==> src/rtl/seven_seg_pkg.sv <==
// Shared glyph table, glyph codes and sizing helpers for the seven-segment scan display.
package seven_seg_pkg;

    // Active-high segment patterns, bit0 = segment a ... bit6 = segment g
    localparam logic [6:0] GLYPH_0     = 7'h3F;
    localparam logic [6:0] GLYPH_1     = 7'h06;
    localparam logic [6:0] GLYPH_2     = 7'h5B;
    localparam logic [6:0] GLYPH_3     = 7'h4F;
    localparam logic [6:0] GLYPH_4     = 7'h66;
    localparam logic [6:0] GLYPH_5     = 7'h6D;
    localparam logic [6:0] GLYPH_6     = 7'h7D;
    localparam logic [6:0] GLYPH_7     = 7'h07;
    localparam logic [6:0] GLYPH_8     = 7'h7F;
    localparam logic [6:0] GLYPH_9     = 7'h6F;
    localparam logic [6:0] GLYPH_A     = 7'h77;
    localparam logic [6:0] GLYPH_B     = 7'h7C;
    localparam logic [6:0] GLYPH_C     = 7'h39;
    localparam logic [6:0] GLYPH_D     = 7'h5E;
    localparam logic [6:0] GLYPH_E     = 7'h79;
    localparam logic [6:0] GLYPH_F     = 7'h71;
    localparam logic [6:0] GLYPH_DASH  = 7'h40;
    localparam logic [6:0] GLYPH_BLANK = 7'h00;

    // Glyph codes: 0x00-0x0F are plain nibbles, the two specials sit above them
    localparam logic [4:0] CODE_DASH  = 5'h10;
    localparam logic [4:0] CODE_BLANK = 5'h11;

    // Converter control states
    typedef enum logic {
        CONV_IDLE,
        CONV_RUN
    } conv_state_t;

    // Map a glyph code to its active-high segment pattern
    function automatic logic [6:0] glyphLookup(input logic [4:0] code);
        logic [6:0] pattern;
        case (code)
            5'h00:   pattern = GLYPH_0;
            5'h01:   pattern = GLYPH_1;
            5'h02:   pattern = GLYPH_2;
            5'h03:   pattern = GLYPH_3;
            5'h04:   pattern = GLYPH_4;
            5'h05:   pattern = GLYPH_5;
            5'h06:   pattern = GLYPH_6;
            5'h07:   pattern = GLYPH_7;
            5'h08:   pattern = GLYPH_8;
            5'h09:   pattern = GLYPH_9;
            5'h0A:   pattern = GLYPH_A;
            5'h0B:   pattern = GLYPH_B;
            5'h0C:   pattern = GLYPH_C;
            5'h0D:   pattern = GLYPH_D;
            5'h0E:   pattern = GLYPH_E;
            5'h0F:   pattern = GLYPH_F;
            5'h10:   pattern = GLYPH_DASH;
            default: pattern = GLYPH_BLANK;
        endcase
        return pattern;
    endfunction

    // Ceil-log2 that never returns less than 1, so single-value counters still get a bit
    function automatic int ceilLog2(input int n);
        int bits;
        bits = 1;
        while ((64'd1 << bits) < 64'(n)) begin
            bits = bits + 1;
        end
        return bits;
    endfunction

endpackage

==> src/rtl/seven_seg_bin2bcd.sv <==
// Iterative double-dabble converter: one shift-add-3 step per cycle, VALUE_W steps per value.
// One spare BCD digit (plus a sticky carry-out) detects values too large for NUM_DIGITS.
// The final result and done flag are presented combinationally during the last step so the
// consumer can latch them on the same edge that busy falls.
module seven_seg_bin2bcd
    import seven_seg_pkg::*;
#(
    parameter int VALUE_W    = 14,
    parameter int NUM_DIGITS = 4
) (
    input  logic                    i_clk,
    input  logic                    i_rst_n,
    input  logic                    i_start,
    input  logic [VALUE_W-1:0]      i_value,
    output logic                    o_busy,
    output logic                    o_done,
    output logic [4*NUM_DIGITS-1:0] o_bcd,
    output logic                    o_overflow
);

    localparam int BCD_W = 4 * (NUM_DIGITS + 1);
    localparam int CNT_W = ceilLog2(VALUE_W + 1);

    conv_state_t        r_state;
    logic [VALUE_W-1:0] r_bin;
    logic [BCD_W-1:0]   r_bcd;
    logic               r_lost;
    logic [CNT_W-1:0]   r_count;

    logic [BCD_W-1:0]   w_adj;
    logic [BCD_W-1:0]   w_shifted;
    logic               w_lost_next;
    logic               w_last;

    // One double-dabble step: add 3 to every digit >= 5, then shift in the next binary bit
    always_comb begin
        w_adj = r_bcd;
        for (int i = 0; i < NUM_DIGITS + 1; i++) begin
            if (r_bcd[4*i +: 4] >= 4'd5) begin
                w_adj[4*i +: 4] = r_bcd[4*i +: 4] + 4'd3;
            end
        end
        w_shifted   = {w_adj[BCD_W-2:0], r_bin[VALUE_W-1]};
        w_lost_next = r_lost | w_adj[BCD_W-1];
        w_last      = (r_state == CONV_RUN) && (r_count == CNT_W'(VALUE_W - 1));
    end

    assign o_busy     = (r_state == CONV_RUN);
    assign o_done     = w_last;
    assign o_bcd      = w_shifted[4*NUM_DIGITS-1:0];
    assign o_overflow = w_lost_next | (w_shifted[BCD_W-1 -: 4] != 4'd0);

    // Converter FSM: capture on start, then step once per cycle until the last bit is in
    always_ff @(posedge i_clk or negedge i_rst_n) begin
        if (!i_rst_n) begin
            r_state <= CONV_IDLE;
            r_bin   <= '0;
            r_bcd   <= '0;
            r_lost  <= 1'b0;
            r_count <= '0;
        end else begin
            case (r_state)
                CONV_IDLE: begin
                    if (i_start) begin
                        r_bin   <= i_value;
                        r_bcd   <= '0;
                        r_lost  <= 1'b0;
                        r_count <= '0;
                        r_state <= CONV_RUN;
                    end
                end
                CONV_RUN: begin
                    r_bcd   <= w_shifted;
                    r_bin   <= r_bin << 1;
                    r_lost  <= w_lost_next;
                    r_count <= r_count + 1'b1;
                    if (w_last) begin
                        r_state <= CONV_IDLE;
                    end
                end
                default: r_state <= CONV_IDLE;
            endcase
        end
    end

endmodule

==> src/rtl/seven_seg_scan_display.sv <==
// Time-multiplexed seven-segment driver: holds the display register, scans one digit at a
// time, blanks leading zeros, shows dashes on decimal overflow and blinks the whole display.
// Outputs are registered from next-state values so anode and seg always switch together
// and reflect the display register on the same edge it changes.
module seven_seg_scan_display
    import seven_seg_pkg::*;
#(
    parameter int NUM_DIGITS = 4,
    parameter int VALUE_W    = 14,
    parameter int CLK_HZ     = 50000000,
    parameter int SCAN_HZ    = 1000,
    parameter int BLINK_HZ   = 2,
    parameter int ACTIVE_LOW = 1
) (
    input  logic                  i_clk,
    input  logic                  i_rst_n,
    input  logic [VALUE_W-1:0]    i_value,
    input  logic                  i_value_valid,
    input  logic                  i_hex_mode,
    input  logic                  i_blank_lz,
    input  logic                  i_blink_en,
    output logic                  o_busy,
    output logic [NUM_DIGITS-1:0] o_anode,
    output logic [6:0]            o_seg
);

    localparam int   DWELL      = CLK_HZ / SCAN_HZ;
    localparam int   BLINK_HALF = CLK_HZ / (2 * BLINK_HZ);
    localparam int   DW_W       = ceilLog2(DWELL);
    localparam int   BL_W       = ceilLog2(BLINK_HALF);
    localparam int   IDX_W      = ceilLog2(NUM_DIGITS);
    localparam int   DISP_W     = 4 * NUM_DIGITS;
    localparam int   PAD_W      = (VALUE_W > DISP_W) ? VALUE_W : DISP_W;
    localparam logic POL_LOW    = (ACTIVE_LOW != 0);

    logic [DW_W-1:0]       r_dwell;
    logic [IDX_W-1:0]      r_index;
    logic [BL_W-1:0]       r_blink;
    logic                  r_phase;
    logic [DISP_W-1:0]     r_digits;
    logic                  r_ovf;
    logic [NUM_DIGITS-1:0] r_anode;
    logic [6:0]            r_seg;

    logic                  w_conv_busy;
    logic                  w_conv_done;
    logic [DISP_W-1:0]     w_conv_bcd;
    logic                  w_conv_ovf;
    logic                  w_load;
    logic                  w_start;
    logic [PAD_W-1:0]      w_pad;
    logic [DISP_W-1:0]     w_hex;

    logic [DW_W-1:0]       w_dwell_next;
    logic [IDX_W-1:0]      w_index_next;
    logic [BL_W-1:0]       w_blink_next;
    logic                  w_phase_next;
    logic [DISP_W-1:0]     w_digits_next;
    logic                  w_ovf_next;

    logic [NUM_DIGITS-1:0] w_lz_blank;
    logic                  w_all_zero;
    logic [3:0]            w_cur_nibble;
    logic                  w_cur_blank;
    logic [4:0]            w_code;
    logic                  w_display_on;
    logic [NUM_DIGITS-1:0] w_onehot;
    logic [NUM_DIGITS-1:0] w_anode_drive;
    logic [6:0]            w_seg_drive;

    // A load is taken only while the converter is idle; hex loads bypass it entirely
    assign w_load  = i_value_valid && !w_conv_busy;
    assign w_start = w_load && !i_hex_mode;
    assign w_pad   = PAD_W'(i_value);
    assign w_hex   = w_pad[DISP_W-1:0];
    assign o_busy  = w_conv_busy;

    seven_seg_bin2bcd #(
        .VALUE_W    (VALUE_W),
        .NUM_DIGITS (NUM_DIGITS)
    ) u_bin2bcd (
        .i_clk      (i_clk),
        .i_rst_n    (i_rst_n),
        .i_start    (w_start),
        .i_value    (i_value),
        .o_busy     (w_conv_busy),
        .o_done     (w_conv_done),
        .o_bcd      (w_conv_bcd),
        .o_overflow (w_conv_ovf)
    );

    // Dwell and blink counters: the digit index steps on dwell wrap, the phase flips on blink wrap
    always_comb begin
        w_dwell_next = r_dwell + 1'b1;
        w_index_next = r_index;
        if (r_dwell == DW_W'(DWELL - 1)) begin
            w_dwell_next = '0;
            if (r_index == IDX_W'(NUM_DIGITS - 1)) begin
                w_index_next = '0;
            end else begin
                w_index_next = r_index + 1'b1;
            end
        end
        w_blink_next = r_blink + 1'b1;
        w_phase_next = r_phase;
        if (r_blink == BL_W'(BLINK_HALF - 1)) begin
            w_blink_next = '0;
            w_phase_next = ~r_phase;
        end
    end

    // Display register next value: a finished conversion lands atomically, hex loads land at once
    always_comb begin
        w_digits_next = r_digits;
        w_ovf_next    = r_ovf;
        if (w_conv_done) begin
            w_digits_next = w_conv_bcd;
            w_ovf_next    = w_conv_ovf;
        end else if (w_load && i_hex_mode) begin
            w_digits_next = w_hex;
            w_ovf_next    = 1'b0;
        end
    end

    // Leading-zero mask: walk down from the top digit while everything seen so far is zero
    always_comb begin
        w_all_zero = 1'b1;
        w_lz_blank = '0;
        for (int i = NUM_DIGITS - 1; i >= 0; i--) begin
            w_all_zero    = w_all_zero && (w_digits_next[4*i +: 4] == 4'd0);
            w_lz_blank[i] = i_blank_lz && w_all_zero && (i != 0);
        end
    end

    // Pick the selected digit, resolve its glyph and build the one-hot anode pattern
    always_comb begin
        w_cur_nibble = 4'd0;
        w_cur_blank  = 1'b0;
        w_onehot     = '0;
        w_display_on = !i_blink_en || w_phase_next;
        for (int i = 0; i < NUM_DIGITS; i++) begin
            if (w_index_next == IDX_W'(i)) begin
                w_cur_nibble = w_digits_next[4*i +: 4];
                w_cur_blank  = w_lz_blank[i];
                w_onehot[i]  = w_display_on;
            end
        end
        if (w_ovf_next) begin
            w_code = CODE_DASH;
        end else if (w_cur_blank) begin
            w_code = CODE_BLANK;
        end else begin
            w_code = {1'b0, w_cur_nibble};
        end
        w_seg_drive   = POL_LOW ? ~glyphLookup(w_code) : glyphLookup(w_code);
        w_anode_drive = POL_LOW ? ~w_onehot : w_onehot;
    end

    // Scan and blink state
    always_ff @(posedge i_clk or negedge i_rst_n) begin
        if (!i_rst_n) begin
            r_dwell <= '0;
            r_index <= '0;
            r_blink <= '0;
            r_phase <= 1'b1;
        end else begin
            r_dwell <= w_dwell_next;
            r_index <= w_index_next;
            r_blink <= w_blink_next;
            r_phase <= w_phase_next;
        end
    end

    // Display register; a reset in the middle of a conversion leaves it cleared
    always_ff @(posedge i_clk or negedge i_rst_n) begin
        if (!i_rst_n) begin
            r_digits <= '0;
            r_ovf    <= 1'b0;
        end else begin
            r_digits <= w_digits_next;
            r_ovf    <= w_ovf_next;
        end
    end

    // Registered pin drivers, parked at the inactive level during reset
    always_ff @(posedge i_clk or negedge i_rst_n) begin
        if (!i_rst_n) begin
            r_anode <= POL_LOW ? '1 : '0;
            r_seg   <= POL_LOW ? 7'h7F : 7'h00;
        end else begin
            r_anode <= w_anode_drive;
            r_seg   <= w_seg_drive;
        end
    end

    assign o_anode = r_anode;
    assign o_seg   = r_seg;

endmodule

==> config.mk <==
export PLATFORM = sky130hd
export DESIGN_NAME = seven_seg_scan_display
export DESIGN_NICKNAME = d
export VERILOG_FILES = /design/src/rtl/seven_seg_pkg.sv /design/src/rtl/seven_seg_bin2bcd.sv /design/src/rtl/seven_seg_scan_display.sv
export SDC_FILE = /design/constraint.sdc
export NUM_CORES = 1
export LEC_CHECK = 0
export ABC_CLOCK_PERIOD_IN_PS = 3700
export BUFFER_PORTS_ARGS = -buffer_cell sky130_fd_sc_hd__buf_2
export CAP_MARGIN = 5
export CORE_MARGIN = 8
export CORE_UTILIZATION = 60
export CTS_CLUSTER_SIZE = 16
export DETAILED_ROUTE_END_ITERATION = 6
export PLACE_DENSITY_LB_ADDON = 0.3
export SLEW_MARGIN = 20
export SYNTH_ARGS = -nofsm -noshare
export SYNTH_HDL_FRONTEND = slang
export SYNTH_HIERARCHICAL = 1
export SYNTH_SLANG_ARGS = --single-unit
==> constraint.sdc <==
create_clock -name i_clk -period 3.7 [get_ports i_clk]
set_input_delay 0.74 -clock i_clk [delete_from_list [all_inputs] [get_ports i_clk]]
set_output_delay 0.74 -clock i_clk [all_outputs]
set_load 0.01 [all_outputs]
After elaboration in Yosys (flattened, before gate mapping)
Memory sizes are Yosys's and may differ from the RTL's.
Cells that the tools add are included.

storage, ports and cells
  memory bits (read-only) = 224
  memories kept = 1
  latch bits = 0
  bits of input ports = 20
  memory bits (writable) = 0
  register bits after elaboration = 111

memory list
  memory           words  bits a word  rd ports  clocked after Yosys merged registers in  write ports  line                 source
  (no name shown)  32     7            1         0                                        0            seven_seg_pkg.sv:37  case (code)

cells by class
  reductions and logical operators = 18
  add/sub/neg operators = 9
  mux-type cells = 38
  eq/ne operators = 8
  div/mod/pow operators = 0
  bitwise logic cells = 6
  multiply operators = 0
  magnitude comparators = 5
  shifts and indexed selects = 0

operators by type and width
  kind                   count
  $mux 16                3
  $mux 4                 10
  $pmux 20 s2            1
  $pmux 14 s2            1
  $add 24x1->24 const B  1
  $eq 24x24->1 const B   1
  $mux 24                1
  $add 4x2->4 const B    5
  $ge 4x3->1 const B     5
  $mux 20                1
  $add 16x1->16 const B  1
  $eq 16x16->1 const B   1
  $mux 14                1
  $mux 1                 13
  $logic_not 4->1        3
  $mux 5                 2
  $logic_and 1x1->1      9
  $pmux 4 s2             1
  $not 7->7              1
  $eq 2x2->1 const B     3
  $add 4x1->4 const B    1
  $eq 4x4->1 const B     1
  $mux 2                 2
  $not 4->4              1
  other kinds (10)       15

Logic depth before layout (Yosys ltp)
Gate-level depths: netlist (run 1).
An unclocked memory read counts as a cell.

  depth after elaboration = 16
  mapped depth = 18
  depth with buffers taken out = 17

By module
The synthesis (run 1) kept the hierarchy.

by module, submodules not included
  module                  instances  sequential area each (um^2)  area an instance (um^2)  cells each
  seven_seg_scan_display  1          1791.7                       3753.6                   370
  seven_seg_bin2bcd       1          1001.0                       2259.7                   234

Least setup slack after synthesis (run 1)
Ideal clock, no wire load.

  path type = register to register
  start = reg u_bin2bcd.r_state, in the netlist u_bin2bcd/o_busy
  end = reg r_seg[6], in the netlist o_seg[6]
  slack = 265 ps
  stages on the path, launching flop included = 17
  clock period less this slack = 3435 ps
  arrival time = 3340 ps
  required time = 3605 ps
  cells stage by stage = dfrtp_1 buf_2 and4_1 clkbuf_1 inv_1 a21oi_1 o21ai_0 a2111oi_0 a31o_2 clkbuf_1 or2_2 inv_1 ha_1 nand2_1 o22ai_1 a2111oi_0 a211oi_1

between the ends
  elaborated cells between the ends (all ways) = 27
  those cells by class = 13 x mux; 1 x bitwise; 12 x reduce/logical; 1 x memory

RTL lines
  what                            line                           source
  start, declared                 seven_seg_bin2bcd.sv:24        conv_state_t r_state;
  start signal, assigned          seven_seg_bin2bcd.sv:56        r_state <= CONV_IDLE;
  start signal, assigned          seven_seg_bin2bcd.sv:69        r_state <= CONV_RUN;
  start signal, assigned          seven_seg_bin2bcd.sv:78        r_state <= CONV_IDLE;
  $logic_and 1x1->1 *             seven_seg_bin2bcd.sv:45        w_last = (r_state == CONV_RUN) && (r_count == CNT_W'(VALUE_W - 1));
  named net w_conv_done           seven_seg_scan_display.sv:46   logic w_conv_done;
  $mux 16                         seven_seg_scan_display.sv:116  if (w_conv_done) begin
  $logic_not 4->1                 seven_seg_scan_display.sv:130  w_all_zero = w_all_zero && (w_digits_next[4*i +: 4] == 4'd0);
  $logic_and 1x1->1 (2 in a row)  seven_seg_scan_display.sv:130
  $logic_and 1x1->1               seven_seg_scan_display.sv:131  w_lz_blank[i] = i_blank_lz && w_all_zero && (i != 0);
  $mux 1 (3 in a row)             seven_seg_scan_display.sv:142  if (w_index_next == IDX_W'(i)) begin
  $mux 5                          seven_seg_scan_display.sv:150  end else if (w_cur_blank) begin
  $mux 5 *                        seven_seg_scan_display.sv:148  if (w_ovf_next) begin
  $mem_v2 32x7 *                  n/a
  $not 7->7 *                     seven_seg_scan_display.sv:155  w_seg_drive = POL_LOW ? ~glyphLookup(w_code) : glyphLookup(w_code);
  named net w_seg_drive[6]        seven_seg_scan_display.sv:69   logic [6:0] w_seg_drive;
  end signal, assigned            seven_seg_scan_display.sv:189  r_seg <= POL_LOW ? 7'h7F : 7'h00;
  end signal, assigned            seven_seg_scan_display.sv:192  r_seg <= w_seg_drive;
  end, declared                   seven_seg_scan_display.sv:43   logic [6:0] r_seg;

The timed path passes the listed nets; every way through them passes the cells marked *.
A chain may end at the register's enable or synchronous reset.

Worst setup path after layout (run 1)
  start = reg u_bin2bcd.r_bcd[16]
  end = reg r_seg[6], in the netlist o_seg[6]

between the ends
  longest elaborated chain between the ends = 8
  elaborated cells between the ends (all ways) = 10
  those cells by class = 1 x add/sub; 1 x order compare; 3 x mux; 3 x bitwise; 1 x reduce/logical; 1 x memory

ends and longest elaborated chain
  what                                                    line                                              source
  start, declared                                         seven_seg_bin2bcd.sv:26                           logic [BCD_W-1:0] r_bcd;
  start signal, assigned                                  seven_seg_bin2bcd.sv:73                           r_bcd <= w_shifted;
  $add 4x2->4 / $ge 4x3->1 (equally long branches)        seven_seg_bin2bcd.sv:40, seven_seg_bin2bcd.sv:39
  $mux 4 *                                                seven_seg_bin2bcd.sv:39                           if (r_bcd[4*i +: 4] >= 4'd5) begin
  $reduce_bool 4->1 / $or 1x1->1 (equally long branches)  seven_seg_bin2bcd.sv:51, seven_seg_bin2bcd.sv:44
  $or 1x1->1 *                                            seven_seg_bin2bcd.sv:51                           assign o_overflow = w_lost_next | (w_shifted[BCD_W-1 -: 4] != 4'd0);
  named net w_conv_ovf                                    seven_seg_scan_display.sv:48                      logic w_conv_ovf;
  $mux 1 *                                                seven_seg_scan_display.sv:116
  named net w_ovf_next                                    seven_seg_scan_display.sv:59                      logic w_ovf_next;
  $mux 5 *                                                seven_seg_scan_display.sv:148
  $mem_v2 32x7 *                                          n/a
  $not 7->7 *                                             seven_seg_scan_display.sv:155
  named net w_seg_drive[6]                                seven_seg_scan_display.sv:69

Marks and branches as above.

==> results of run 1 <==
area by class of cell:
class | count | area, µm²
clock inverters | 5 | 83.8
repair buffers | 47 | 290
inverters | 22 | 85.1
diodes | 1 | 2.50
fillers | 798 | 3180
clock buffers | 11 | 131
well taps | 133 | 166
multi-input cells | 448 | 3040
flip-flops and latches | 111 | 2790
layout by cell type, fill, tap and decap left out, types with 3 or more instances in the layout:
cell	instances
ha_1	21
nand2b_1	15
a21oi_1	8
nand3_1	21
nand4_1	7
a21oi_2	5
a211o_1	4
and4b_1	3
nor3_1	11
nor3b_1	10
o21a_1	4
buf_4	16
nor2_1	51
mux2_2	6
buf_2	30
dfrtp_1	98
o31ai_1	3
and4_1	4
a211oi_1	5
mux2i_1	43
dfstp_2	12
nand2_1	75
xnor2_1	23
xor2_1	24
o21ai_0	39
o21ai_1	3
clkbuf_8	9
nor4_1	5
inv_1	20
and3_1	7
a21o_1	16
worst paths after layout:
kind                                     start                  end
hold reg to reg                     r_dwell[0]           r_dwell[0]
setup / recovery           u_bin2bcd/r_bcd[16]             o_seg[6]
min in group i_clk                  r_dwell[0]           r_dwell[0]
setup reg to reg           u_bin2bcd/r_bcd[16]             o_seg[6]
hold / removal                         i_rst_n  u_bin2bcd/r_bcd[10]
max in group asynchronous              i_rst_n          r_blink[15]
metrics by stage:
stage	cell area, µm²	std cells	utilization, %	setup slack, ns	total power, mW
floorplan	6010	604	-	0.265	3.36
global placement	6360	761	65.1	0.200	3.80
detailed placement	6360	761	65.1	0.0862	3.94
CTS	6580	777	67.3	0.0827	4.74
global route	6590	777	67.4	0.0120	5.08
finish	6600	778	67.5	0.207	4.75
registers in the layout, summed over array words and instances, names as in the netlist:
| register | cells |
|---|---|
| u_bin2bcd/o_busy | 1 |
| r_ovf | 1 |
| u_bin2bcd/r_bin | 14 |
| u_bin2bcd/r_bcd | 20 |
| r_dwell | 16 |
| r_phase | 1 |
| u_bin2bcd/r_lost | 1 |
| o_seg | 7 |
| r_index | 2 |
| u_bin2bcd/r_count | 4 |
| r_digits | 16 |
| r_blink | 24 |
| o_anode | 4 |
power groups by stage:
stage                     logic (mW)  registers (mW)  clock network, mW
after CTS                       2.14            1.79              0.806
after global routing            2.39            1.83              0.856
after global placement          2.01            1.79                  0
after floorplan                 1.59            1.77                  0
final                           2.17            1.79              0.784
after detailed placement        2.12            1.81                  0
worst max-delay path, cell delays in order, from the launching register on:
cell	delay, ns
dfrtp_1	0.43
inv_1	0.10
ha_1	0.20
nand2b_1	0.09
nor3b_1	0.15
a211oi_1	0.32
nand4_1	0.15
nand2_1	0.11
o21ai_0	0.25
a31o_2	0.32
or2_2	0.34
inv_1	0.12
ha_1	0.24
nand2_1	0.07
o22ai_1	0.16
a2111oi_0	0.09
a211oi_1	0.26
synth_stat cells (all sizes together), types with 2 or more instances:
library cell   n
dfrtp         99
nand2         75
nor2          51
mux2i         46
o21ai         42
xor2          24
xnor2         23
inv           22
ha            21
nand3         21
a21o          16
nand2b        15
a21oi         14
buf           12
dfstp         12
clkbuf        11
nor3          11
nor3b         11
mux2           8
and3           7
nand4          7
nor4           6
a211oi         5
a211o          4
and4           4
o21a           4
a31o           3
and4b          3
o31ai          3
a2111oi        2
a221o          2
a32oi          2
nor2b          2
or2            2
or3            2
layer usage:
layer	vias up	share of wire, %	track usage (%)
li1	2164	-	-
met1	2186	43	24.1
met2	77	51	33.9
met3	20	3.9	5.17
met4	2	1.7	8.21
met5	-	0.063	0
repair_timing:
item | 4_1_cts | 5_1_grt
endpoints found under the setup margin | 0 | 6
endpoints found under the hold margin | 0 | 0
setup buffers | 0 | 0
gates resized for setup | 0 | 5
logic make-up after synthesis:
logic type	Yosys count
buffers and inverters	45
AOI/OAI and AO/OA	103
muxes	54
xor gates and xnor gates	47
and+or+nand+nor	223
DFF	111
adders and majority gates	21
==> flow_summary.yaml, run 1 <==
run_status:
  status: "finished, final reports clean"
yosys:
  yosys-top-cells-area: "dfrtp_1 (41%), mux2i_1 (7.3%), dfstp_2 (5.2%), nand2_1 (4.7%), ha_1 (4.4%)"
  syn-cell-area_mm2: 0.00601
  yosysWarnings: 6
  ys_types: 57
  synthFlopType: "dfrtp_1"
  synth_xor_area_share_pct: 6.85
  synth_mux_area_share_pct: 9.55
  synth_compound_area_share_pct: 11.2
  ys_seq_area_share_pct: 46.4
  yosys.area_share.simple_pct: 18.2
  yosysTopAreaCell: "dfrtp_1"
  postSynthAreaPerCell_um2: 9.96
  postSynthCellCount: 604
  async_flop_share_pct: 100
  synth-seq-cells: 111
  synth_edf_count: 0
  synth_top_area_share_pct: 41.2
  syn_nets: 645
  synth_adder_area_share_pct: 4.37
  synth_top_family_by_area: "simple AND/OR/NAND/NOR gates"
pwr:
  switching_share_pct: 39.2
  p_seq_share_pct: 37.8
  max-vdd-ir-drop_uv: 315
  pwr-share-clk_pct: 16.5
  powerDensity_mw_per_mm2: 720
  p_leak_nw: 3.07
  power_switching_mw: 1.86
  intPower_mw: 2.89
  p_comb_share_pct: 45.7
critical_path:
  cp-start-kind: "flip-flop"
  ff2ff_path_depth: 16
  cp.required_ns: 3.99
  crit_fanout: 4
  crit_type: "reg -> reg"
  reg2reg_setup_slack_ns: 0.21
  critical_path_arrival_ns: 3.78
  cp-end-kind: "flip-flop"
detailed_routing:
  wirelength_um: 12800
  ant_nets: 0
  drc: 0
  wl_per_cell_um: 16.4
  drt_iter0_markers: 359
  via_per_inst: 5.72
  vias: 4449
  dr.pass1.iters: 4
timing:
  finalCriticalPeriod_ns: 3.49
  rsz0062_at_grt: "no"
  hold_violations: 0
  fin_crit_sh_pct: 94.4
  holdWs_ns: 0.326
  worst_slew_pin_slew_ns: 0.801
  skew_ns: 0.0128
  finalSetupViolCount: 0
  drv_slew: 0
  fmax_ghz: 0.286
  setup_tns_ns: 0
  relSlewSlack_pct: 46.1
clock_tree:
  cts_hold_buf: 0
  cts_tree: "done"
  cts_buffers: 9
  clk_latency_ns: 0.38
  path_clk_slew_ns: 0.10
  clkSinkCount: 111
  htreeDepth: 3
  cts.path.max_buffers: 2
  cts_root_buffer: "clkbuf_8"
grt:
  gr-usage-all-layers_pct: 20.1
  grt_pass1_vias: 4525
  gr-total-overflow: 0
  antenna_found_initial: 1
  grt_max_degree: 71
  grt_pass1_wl_um: 21500
placement:
  portBuffers: 31
  gp_congestion: 0.928
  dp_hpwl_um: 9150
worst_hold_path:
  hold_class: "in -> async"
floorplanning:
  start_util_pct: 61.5
  coreArea_mm2: 0.00977
  io_pins: 32
  rows: 36
  dieWidth_um: 116
  die_area_mm2: 0.0135
  die_h_um: 116
run:
  cap_violations: 0
layout:
  area_growth_pct: 9.68
  layout-drive-gt1-share_pct: 15.4
  nNetsFinal: 680
Note: power is estimated with default switching activity, not from simulation.
==> run 2, diff against run 1 <==
--- a/config.mk
+++ b/config.mk
@@ -5,6 +5,7 @@
 export SDC_FILE = /design/constraint.sdc
 export NUM_CORES = 1
 export LEC_CHECK = 0
+export ABC_AREA = 1
 export ABC_CLOCK_PERIOD_IN_PS = 3700
 export BUFFER_PORTS_ARGS = -buffer_cell sky130_fd_sc_hd__buf_2
 export CAP_MARGIN = 5
==> flow_summary.yaml, run 2 <==
critical_path:
  crit_type: "reg -> reg"
  slowest_delay_ns: 0.44
  crit_fanout: 6
  worst_path_max_delay_cell: "dfrtp_1"
  cp.required_ns: 4.02
  critical_path_arrival_ns: 3.45
  cp-start-kind: "flip-flop"
  path_cells: "inv_1 > ha_1 > inv_1 > nand2_1 > nand3_1 > o21ai_0 > inv_1 > or2_1 > nand2_1 > nand2_1 > nor2_1 > nand2_1 > nand2_1 > nand3_1 > nand2_1 > nand2_1 > inv_1 > ha_1 > a21boi_1 > nor2_1 > nor2_1"
  cp-end-kind: "flip-flop"
  crit_top_cell: "nand2_1"
clock_tree:
  cts_buffers: 9
  post_cts.repair.setup_buffers: 0
  cts_resized: 0
  path_clk_slew_ns: 0.10
  cts_tree: "done"
  cts_hold_buf: 0
  cts_root_buffer: "clkbuf_8"
  clk_latency_ns: 0.38
  clkSinkCount: 111
  htreeDepth: 3
  cts.path.max_buffers: 2
layout:
  final_common_cell: "nand2_1"
  mostFrequentLayoutCells: "nand2_1 (231), inv_1 (115), dfrtp_1 (99)"
  antenna_cells: 0
  largest_reg_flops: 24
  nNetsFinal: 885
  reg_top3: "r_blink: 24 flops, u_bin2bcd/r_bcd: 20 flops"
  layout-drive-gt1-share_pct: 13.2
  regMostFlops: "r_blink"
  area_growth_pct: 8.26
  fillCellCount: 858
yosys:
  synth-seq-cells: 111
  syn-cell-area_mm2: 0.00624
  syn_nets: 853
  synth_compound_area_share_pct: 9.44
  synthFlopType: "dfrtp_1"
  synth_top_area_share_pct: 39.7
  postSynthAreaPerCell_um2: 7.69
  postSynthCellCount: 812
  yosysTopAreaCell: "dfrtp_1"
  ys_seq_area_share_pct: 44.7
  yosys-top-cells-count: "nand2_1 (231), inv_1 (115), dfrtp_1 (99), nor2_1 (66), nand3_1 (49)"
  yosysWarnings: 6
  synth_most_common_cell: "nand2_1"
  synth_xor_area_share_pct: 1.26
  synth_edf_count: 0
  async_flop_share_pct: 100
  yosys-top-cells-area: "dfrtp_1 (40%), nand2_1 (14%), inv_1 (6.9%), dfstp_2 (5.1%), ha_1 (4.2%)"
  synth_adder_area_share_pct: 4.21
  ys_types: 44
  synth_top_family_by_area: "simple AND/OR/NAND/NOR gates"
  synth_mux_area_share_pct: 0.321
  yosys.area_share.simple_pct: 31.3
grt:
  grt_pass1_vias: 5303
  grt_max_degree: 67
  antenna_found_initial: 0
  gr-usage-all-layers_pct: 20.6
  grt_pass1_wl_um: 23700
  gr-total-overflow: 0
timing:
  drv_slew: 0
  worst_slew_pin_slew_ns: 0.836
  finalCriticalPeriod_ns: 3.13
  relSlewSlack_pct: 44.3
  skew_ns: 0.0133
  setup_tns_ns: 0
  finalSetupViolCount: 0
  hold_violations: 0
  rsz0062_at_grt: "no"
  fmax_ghz: 0.319
  fin_crit_sh_pct: 84.6
floorplanning:
  io_pins: 32
  coreArea_mm2: 0.0102
  rows: 37
  die_h_um: 118
  start_util_pct: 61.0
  dieWidth_um: 118
  die_area_mm2: 0.0139
run_status:
  failed_checks: "DRC"
  status: "complete, but fails checks"
placement:
  portBuffers: 31
  dp_hpwl_um: 10300
  gp_congestion: 0.895
detailed_routing:
  drt_iter0_markers: 415
  dr.pass1.iters: 7
  ant_nets: 0
  via_per_inst: 5.28
  wl_per_cell_um: 13.9
  drc: 4
  wirelength_um: 13700
  vias: 5203
pwr:
  p_leak_nw: 3.51
  powerDensity_mw_per_mm2: 674
  max-vdd-ir-drop_uv: 427
  power_mw: 4.56
worst_hold_path:
  hold_class: "in -> async"
run:
  cap_violations: 0
run 2: cell count changes after synthesis, sizes merged, moves of 15 or more:
cell	change
a21o	-16
inv	+101
xor2	-15
nand2	+173
nor2	+28
mux2i	-44
xnor2	-23
nand3	+33
nand2b	-15
run 2: final cells by class:
class	count	area, µm²	area share [%]
flip-flops and latches	111	2790	41.3
clock inverters	2	37.5	0.555
multi-input cells	562	2900	42.9
inverters	124	465	6.89
repair buffers	36	208	3.07
well taps	136	170	2.52
clock buffers	14	183	2.70
run 2: worst max-delay path, delay by kind of cell, from the launching register on:
| kind | cells | cell delay (ns) |
|---|---|---|
| AND/OR/NAND/NOR | 13 | 1.41 |
| AO/OA/AOI/OAI | 2 | 0.48 |
| adder cells (fa/ha/maj) | 2 | 0.36 |
| buffers and inverters | 4 | 0.39 |
| flip-flops | 1 | 0.44 |
run 2: worst paths after layout:
kind,start,to,slack (ns),cells after the start
worst max register to register,u_bin2bcd/r_bcd[5],o_seg[0],0.57,21
worst max-delay path,u_bin2bcd/r_bcd[5],o_seg[0],0.57,21
worst min register to register,r_dwell[0],r_dwell[0],0.46,1
min in group i_clk,r_dwell[0],r_dwell[0],0.46,1
max in group asynchronous,i_rst_n,o_anode[0],2.45,2
worst min-delay path,i_rst_n,u_bin2bcd/r_bin[6],0.45,1
run 2: power by group:
| group | internal [mW] | leakage (nW) | switching, mW | total (mW) |
|---|---|---|---|---|
| logic | 0.689 | 2.00 | 1.34 | 2.03 |
| clock network | 0.388 | 0.109 | 0.383 | 0.771 |
| registers | 1.56 | 1.40 | 0.191 | 1.75 |
run 2: per-layer routing:
layer	GRT usage, %	share of wire [%]	up-vias	wire length [µm]
li1	-	-	2639	-
met1	24.1	44	2430	5980
met4	7.93	1.7	0	229
met5	0	0	-	0
met2	36.1	50	113	6880
met3	4.32	4.5	21	615
run 2: per-stage QoR:
step,hold WS (ns),std cells,cell area [µm²],utilization (%),setup WS [ns]
final,0.445,985,6760,66.1,0.570
after CTS,0.470,985,6760,66.1,0.616
after detailed placement,0.457,969,6540,63.9,0.619
after floorplan,0.432,812,6240,-,1.16
after global placement,0.447,969,6540,63.9,0.771
after global routing,0.490,985,6760,66.1,0.137
run 2: cell families after synthesis:
kind of cell,after synthesis
AND/OR/NAND/NOR,428
buffers and inverters,139
flip-flops,111
AO/OA/AOI/OAI,102
adder cells (fa/ha/maj),21
XOR/XNOR,9
multiplexers,2
